$ cat config.mk
export PLATFORM = sky130hd
export DESIGN_NAME = cpu_ifetch
export DESIGN_NICKNAME = d
export VERILOG_FILES = /design/src/rtl/cpu_ifetch_pkg.sv /design/src/rtl/cpu_ifetch_fifo.sv /design/src/rtl/cpu_ifetch.sv
export SDC_FILE = /design/constraint.sdc
export NUM_CORES = 1
export LEC_CHECK = 0
export BUFFER_PORTS_ARGS = -buffer_cell sky130_fd_sc_hd__buf_4
export CORE_AREA = 3 3 153 155
export DETAILED_ROUTE_END_ITERATION = 10
export DIE_AREA = 0 0 156 158
export MAX_ROUTING_LAYER = met4
export PLACE_DENSITY = 0.71
export SLEW_MARGIN = 15
export SYNTH_ARGS = -nofsm -noshare
export SYNTH_HDL_FRONTEND = slang
export SYNTH_SLANG_ARGS = --single-unit
$ cat constraint.sdc
create_clock -name clock -period 4.1 [get_ports clock]
set_clock_uncertainty 0.15 [all_clocks]
set_input_delay 0.82 -clock clock [delete_from_list [all_inputs] [get_ports clock]]
set_output_delay 0.82 -clock clock [all_outputs]
set_load 0.01 [all_outputs]
$ cat src/rtl/cpu_ifetch_pkg.sv
// Shared types and constants for the instruction-fetch stage.
// Holds the reset fetch address default and the instruction word type.
package cpu_ifetch_pkg;

    localparam int          INSTR_W          = 32;
    localparam logic [31:0] RESET_PC_DEFAULT = 32'hFFFF0000;

    typedef logic [INSTR_W-1:0] instr_t;

    function automatic logic [31:0] pc_incr(input logic [31:0] pc);
        return pc + 32'd4;
    endfunction

    function automatic logic [31:0] word_align(input logic [31:0] addr);
        return {addr[31:2], 2'b00};
    endfunction

endpackage

$ cat src/rtl/cpu_ifetch_fifo.sv
// Prefetch FIFO for fetched instruction words; flush overrides push.
// DEPTH must be a power of two so the pointers wrap naturally.
module cpu_ifetch_fifo
    import cpu_ifetch_pkg::*;
#(
    parameter int DEPTH = 4
) (
    input  logic                   clock,
    input  logic                   reset,
    input  logic                   push,
    input  logic                   pop,
    input  logic                   flush,
    input  instr_t                 wdata,
    output logic [$clog2(DEPTH):0] count,
    output logic                   empty,
    output logic                   full,
    output instr_t                 head
);

    localparam int AW = $clog2(DEPTH);

    instr_t          mem_q [DEPTH];
    logic [AW-1:0]   rd_ptr_q;
    logic [AW-1:0]   wr_ptr_q;
    logic [AW:0]     count_q;

    always_ff @(posedge clock) begin
        if (reset || flush) begin
            rd_ptr_q <= '0;
            wr_ptr_q <= '0;
            count_q  <= '0;
        end else begin
            if (push) wr_ptr_q <= wr_ptr_q + AW'(1);
            if (pop)  rd_ptr_q <= rd_ptr_q + AW'(1);
            case ({push, pop})
                2'b10:   count_q <= count_q + (AW+1)'(1);
                2'b01:   count_q <= count_q - (AW+1)'(1);
                default: count_q <= count_q;
            endcase
        end
    end

    // Storage needs no reset; validity is tracked by the pointers.
    always_ff @(posedge clock) begin
        if (push && !flush) mem_q[wr_ptr_q] <= wdata;
    end

    assign count = count_q;
    assign empty = (count_q == '0);
    assign full  = (count_q == (AW+1)'(DEPTH));
    assign head  = mem_q[rd_ptr_q];

endmodule

$ cat src/rtl/cpu_ifetch.sv
// P1 instruction fetch: issues sequential requests, buffers in-order responses
// and presents one instruction per cycle on the registered P2 outputs.
module cpu_ifetch
    import cpu_ifetch_pkg::*;
#(
    parameter logic [31:0] RESET_PC = RESET_PC_DEFAULT,
    parameter int          DEPTH    = 4
) (
    input  logic        clock,
    input  logic        reset,
    input  logic        stall,
    input  logic        p2_bubble,
    input  logic        p4_jump_taken,
    input  logic [31:0] p4_jump_addr,
    output logic        imem_req,
    output logic [31:0] imem_addr,
    input  logic        imem_gnt,
    input  logic        imem_rvalid,
    input  instr_t      imem_rdata,
    output instr_t      p2_instr,
    output logic [31:0] p2_pc,
    output logic        p2_instr_valid
);

    localparam int CW = $clog2(DEPTH) + 1;

    logic [31:0]   fetch_pc_q, fetch_pc_d;
    logic [31:0]   head_pc_q, head_pc_d;
    logic [CW-1:0] outstanding_q, outstanding_d;
    logic [CW-1:0] discard_q, discard_d;
    instr_t        p2_instr_q, p2_instr_d;
    logic [31:0]   p2_pc_q, p2_pc_d;
    logic          p2_valid_q, p2_valid_d;

    logic [CW-1:0] fifo_count;
    logic          fifo_empty, fifo_full;
    instr_t        fifo_head;

    logic          redirect, grant, deliver, advance, fifo_pop, bypass, fifo_push;
    logic [CW:0]   inflight_total;
    logic [31:0]   jump_target;

    assign redirect       = p4_jump_taken && !stall;
    assign jump_target    = word_align(p4_jump_addr);
    assign inflight_total = {1'b0, fifo_count} + {1'b0, outstanding_q};
    assign imem_req       = !reset && !redirect && (inflight_total < (CW+1)'(DEPTH));
    assign imem_addr      = fetch_pc_q;
    assign grant          = imem_req && imem_gnt;
    assign deliver        = imem_rvalid && (discard_q == '0);
    assign advance        = !stall && !p2_bubble && !redirect;
    assign fifo_pop       = advance && !fifo_empty;
    assign bypass         = advance && fifo_empty && deliver;
    assign fifo_push      = deliver && !bypass;

    cpu_ifetch_fifo #(.DEPTH(DEPTH)) u_fifo (
        .clock (clock),
        .reset (reset),
        .push  (fifo_push),
        .pop   (fifo_pop),
        .flush (redirect),
        .wdata (imem_rdata),
        .count (fifo_count),
        .empty (fifo_empty),
        .full  (fifo_full),
        .head  (fifo_head)
    );

    always_comb begin
        outstanding_d = outstanding_q + CW'(grant) - CW'(imem_rvalid);
        fetch_pc_d    = fetch_pc_q;
        discard_d     = discard_q;
        if (redirect) begin
            fetch_pc_d = jump_target;
            // Every request still in flight after this cycle belongs to the old path.
            discard_d  = outstanding_q - CW'(imem_rvalid);
        end else begin
            if (grant) fetch_pc_d = pc_incr(fetch_pc_q);
            if (imem_rvalid && discard_q != '0) discard_d = discard_q - CW'(1);
        end
    end

    always_comb begin
        p2_instr_d = p2_instr_q;
        p2_pc_d    = p2_pc_q;
        p2_valid_d = p2_valid_q;
        head_pc_d  = head_pc_q;
        if (redirect) begin
            p2_valid_d = 1'b0;
            head_pc_d  = jump_target;
        end else if (advance) begin
            if (fifo_pop) begin
                p2_instr_d = fifo_head;
                p2_pc_d    = head_pc_q;
                p2_valid_d = 1'b1;
                head_pc_d  = pc_incr(head_pc_q);
            end else if (bypass) begin
                p2_instr_d = imem_rdata;
                p2_pc_d    = head_pc_q;
                p2_valid_d = 1'b1;
                head_pc_d  = pc_incr(head_pc_q);
            end else begin
                p2_valid_d = 1'b0;
            end
        end
    end

    always_ff @(posedge clock) begin
        if (reset) begin
            fetch_pc_q    <= RESET_PC;
            head_pc_q     <= RESET_PC;
            outstanding_q <= '0;
            discard_q     <= '0;
            p2_instr_q    <= '0;
            p2_pc_q       <= '0;
            p2_valid_q    <= 1'b0;
        end else begin
            fetch_pc_q    <= fetch_pc_d;
            head_pc_q     <= head_pc_d;
            outstanding_q <= outstanding_d;
            discard_q     <= discard_d;
            p2_instr_q    <= p2_instr_d;
            p2_pc_q       <= p2_pc_d;
            p2_valid_q    <= p2_valid_d;
        end
    end

    // The request throttle keeps a free FIFO slot for every returning word.
    always @(posedge clock) begin
        if (!reset) begin
            assert (!(imem_rvalid && fifo_full));
            assert (!(imem_rvalid && outstanding_q == '0));
        end
    end

    assign p2_instr       = p2_instr_q;
    assign p2_pc          = p2_pc_q;
    assign p2_instr_valid = p2_valid_q;

endmodule
==> summary.md <==
| Metric | Value |
|---|---|
| Period minus WS final | `3042 ps` |
| Total GRT Usage | `0.2183` |
| Startpoint types | `primary input` |
| Pre-antenna DRT Iters | `5` |
| Syn_area_per_cell | `around 12 um2` |
| Hold Crit Start | `p2_pc[30]` |
| Total gr overflow | `0` |
| Synth async-reset ratio | `0` |
| Io pins | `roughly 170` |
| Vias | `about 8000` |
| Chip height | `~160 um` |
| Synth Instances | `925` |
| Initial Util | `0.5053` |
| Share of layout cells above drive strength 1 | `0.2525` |
| Max Slew Vio Count | `0` |
| WHS Path Cells | `2` |
| Final number of setup-violating endpoints | `0` |
| Clk root buf | `clkbuf_16` |
| Detail Route Antenna Nets | `0` |
| Leading post-synthesis cells by cell area | `edfxtp_1 35%, dfxtp_1 25%, mux4_2 6.5%, a21oi_1 3.4%, mux2i_1 3.1%` |
| Max-cap viol count | `0` |
| First-pass GRT wire length | `between 40 and 50 mm` |
| CP endpoint kind | `output pin` |
| Combinational power share | `0.118` |
| WP data arrival | `between 2000 and 2500 ps` |
| Worst path required time | `3130 ps` |
| Clock net sink count | `approximately 270` |
| Power per cell area | `roughly 450 nW/um2` |
| Post-Route WL | `about 26 mm` |
| Switch Pwr | `0.001489 W` |
| Sequential area share after synthesis | `0.5954` |
| PostCTS Resize Cnt | `0` |
| Worst hold path class | `flip-flop to flip-flop` |
| Reg power frac | `0.500` |
| Worst R2R Path Depth | `10` |
| Syn Std Cell Area | `about 11000 um2` |
| Synthesized flop and latch total | `266` |
| Total chip power | `between 0.006 and 0.007 W` |
| Vias in the first global route | `7768` |
| Top post-synthesis cells by count | `138 x dfxtp_1, 128 x edfxtp_1, 85 x nand2_1` |
| Number of antenna violations at the first check in global routing | `0` |
| Outcome | `completed` |
| Worst R2R Setup Slack | `1270 ps` |
| Net Sw Frac | `0.2454` |
| Largest net degree at the start of global routing | `between 70 and 80` |
| Reg clk slew, reported paths | `roughly 60 ps` |
| Synth Warn # | `0` |
| P_int | `between 0.004 and 0.005 W` |
| Peak supply drop | `between 0.0004 and 0.0005 V` |
| Diode count | `0` |
| Tcrit/Tclk final | `0.7420` |
| Cell taking the most area after synthesis | `edfxtp_1` |
| Clock Latency Late Sink | `approximately 530 ps` |
| FMAX | `about 330 MHz` |
| Fin nets | `1168` |
| Yosys top cell area share | `0.3464` |
| RSZ-0062 raised after global routing | `false` |
| Count of cell types in the netlist | `slightly above 50` |
| # hold bufs at CTS | `0` |
| H-Tree Depth | `1` |
| Site Rows | `54` |
| CP max FO | `31` |
| RR Startpoint | `u_fifo.count[2]` |
| Postcts setup bufs | `0` |
| Die ar. | `24650 um2` |
| Primary FF master, synth | `dfxtp_1` |
| Setup ws final | `1058 ps` |
| Setup_tns | `0 ps` |
| Post-DP HPWL | `between 15 and 20 mm` |
| Hold path endpoint | `p2_pc[30]` |
| Leak | `around 4.8 nW` |
| Most common cell in the netlist | `dfxtp_1` |
| IO buf count | `approximately 160` |
| Fin. Hold Viols | `0` |
| Inserted Clock Buffers | `27` |
| Post-synth EDFFs | `around 130` |
| Slew margin rel. | `0.4119` |
| P&R area growth vs syn | `21.22%` |
| Crit path kind | `primary input to output pin` |
| Average wire per standard cell | `between 15 and 20 um` |
| Worst slack, placed | `a little over 900 ps` |
| Initial DRC Count | `between 400 and 500` |
| Reg-to-Reg End | `outstanding_q[2]` |
| Residual DRC | `0` |
| Vias per cell | `around 5.7` |
| Core Box Area | `roughly 22000 um2` |
| Die Wd | `between 150 and 200 um` |
| Clock network power share | `0.382` |
| GPL Wtd Cong | `around 0.88` |
| Max clock buf depth | `3` |
| Worst-Margin Slew | `a little under 900 ps` |
| CTS tree | `yes` |
[critical path, cell delays in order]
cell	delay, ps
buf_4	90
nand2b_2	500
nand2_1	140
nor3_1	320
buf_4	180
[cell usage in the layout, fill, tap and decap left out, types with 7 or more instances in the layout]
master     synthesis  final
xnor2_1           13     13
and4_1             7      7
a211oi_1          41     41
inv_1             19     19
and3_1            18     14
nor3_1            16     16
nor2_1            73     73
clkbuf_16          0     28
nand2_1           85     85
dfxtp_1          138    137
a21oi_1           75     75
mux2i_1           34     34
buf_4              8    180
clkinv_2           0     11
ha_1              15     15
nand4_1           29     29
mux4_2            32     32
o21ai_0           19     19
edfxtp_1         128    128
nand3_1           23     23
and2_1             8      8
xor2_1            35     35
[flip-flops by register name, summed over array words and instances, names as in the netlist, 3 cells and up, named ones only]
| signal | cells |
|---|---|
| imem_addr | 30 |
| u_fifo.count | 3 |
| p2_instr | 32 |
| head_pc_q | 30 |
| discard_q | 3 |
| u_fifo.mem_q | 128 |
| outstanding_q | 3 |
| p2_pc | 30 |
[per-stage QoR]
stage               hold slack [ps]  cell area, um2  cells  utilization
floorplan                     293.6           11110    928            -
global placement              297.7           12600   1331       0.5738
detailed placement            298.1           12600   1331       0.5738
CTS                           306.7           13450   1381       0.6125
global route                  328.8           13450   1381       0.6125
finish                        308.1           13450   1381       0.6125
[cell families after synthesis]
family                   after synthesis  synth area share
XOR/XNOR                              48           0.03789
buffers and inverters                 78           0.03022
multiplexers                          66           0.09562
flip-flops                           266            0.5954
other                                  1         0.0003380
AO/OA/AOI/OAI                        162           0.09033
adder cells (fa/ha/maj)               17           0.02052
AND/OR/NAND/NOR                      287            0.1297
[worst max-delay path by stage]
stage,end,from,slack (ps),depth (start not counted)
global placement,u_fifo.count[2],p2_bubble,960,9
global route,imem_req,stall,910,5
finish,imem_req,stall,1060,5
floorplan,u_fifo.count[2],p2_bubble,920,10
CTS,imem_req,stall,1020,5
detailed placement,u_fifo.count[2],p2_bubble,940,9
[power groups by stage]
stage	sequential [W]	combinational (W)	clock, W
finish	0.00304	0.000715	0.00232
global route	0.00305	0.000797	0.00246
CTS	0.00304	0.000721	0.00236
detailed placement	0.00309	0.000716	0
global placement	0.00309	0.000703	0
floorplan	0.00309	0.000429	0
[metal layers]
layer / global-route usage / routed length, um
met1: 0.2876 / 11390
met2: 0.3598 / 12840
met3: 0.03280 / 1538
met4: 0.05299 / 534
met5: - / 0
[final cells by class]
type / instances / area [um2]
clock inverters: 14 / 78.83
multi-input cells: 584 / 4180
well taps: 280 / 350.3
fillers: 1773 / 8508
clock buffers: 36 / 770.7
inverters: 19 / 71.32
repair buffers: 182 / 1391
flip-flops and latches: 266 / 6608
(Power assumes the default switching activity.)
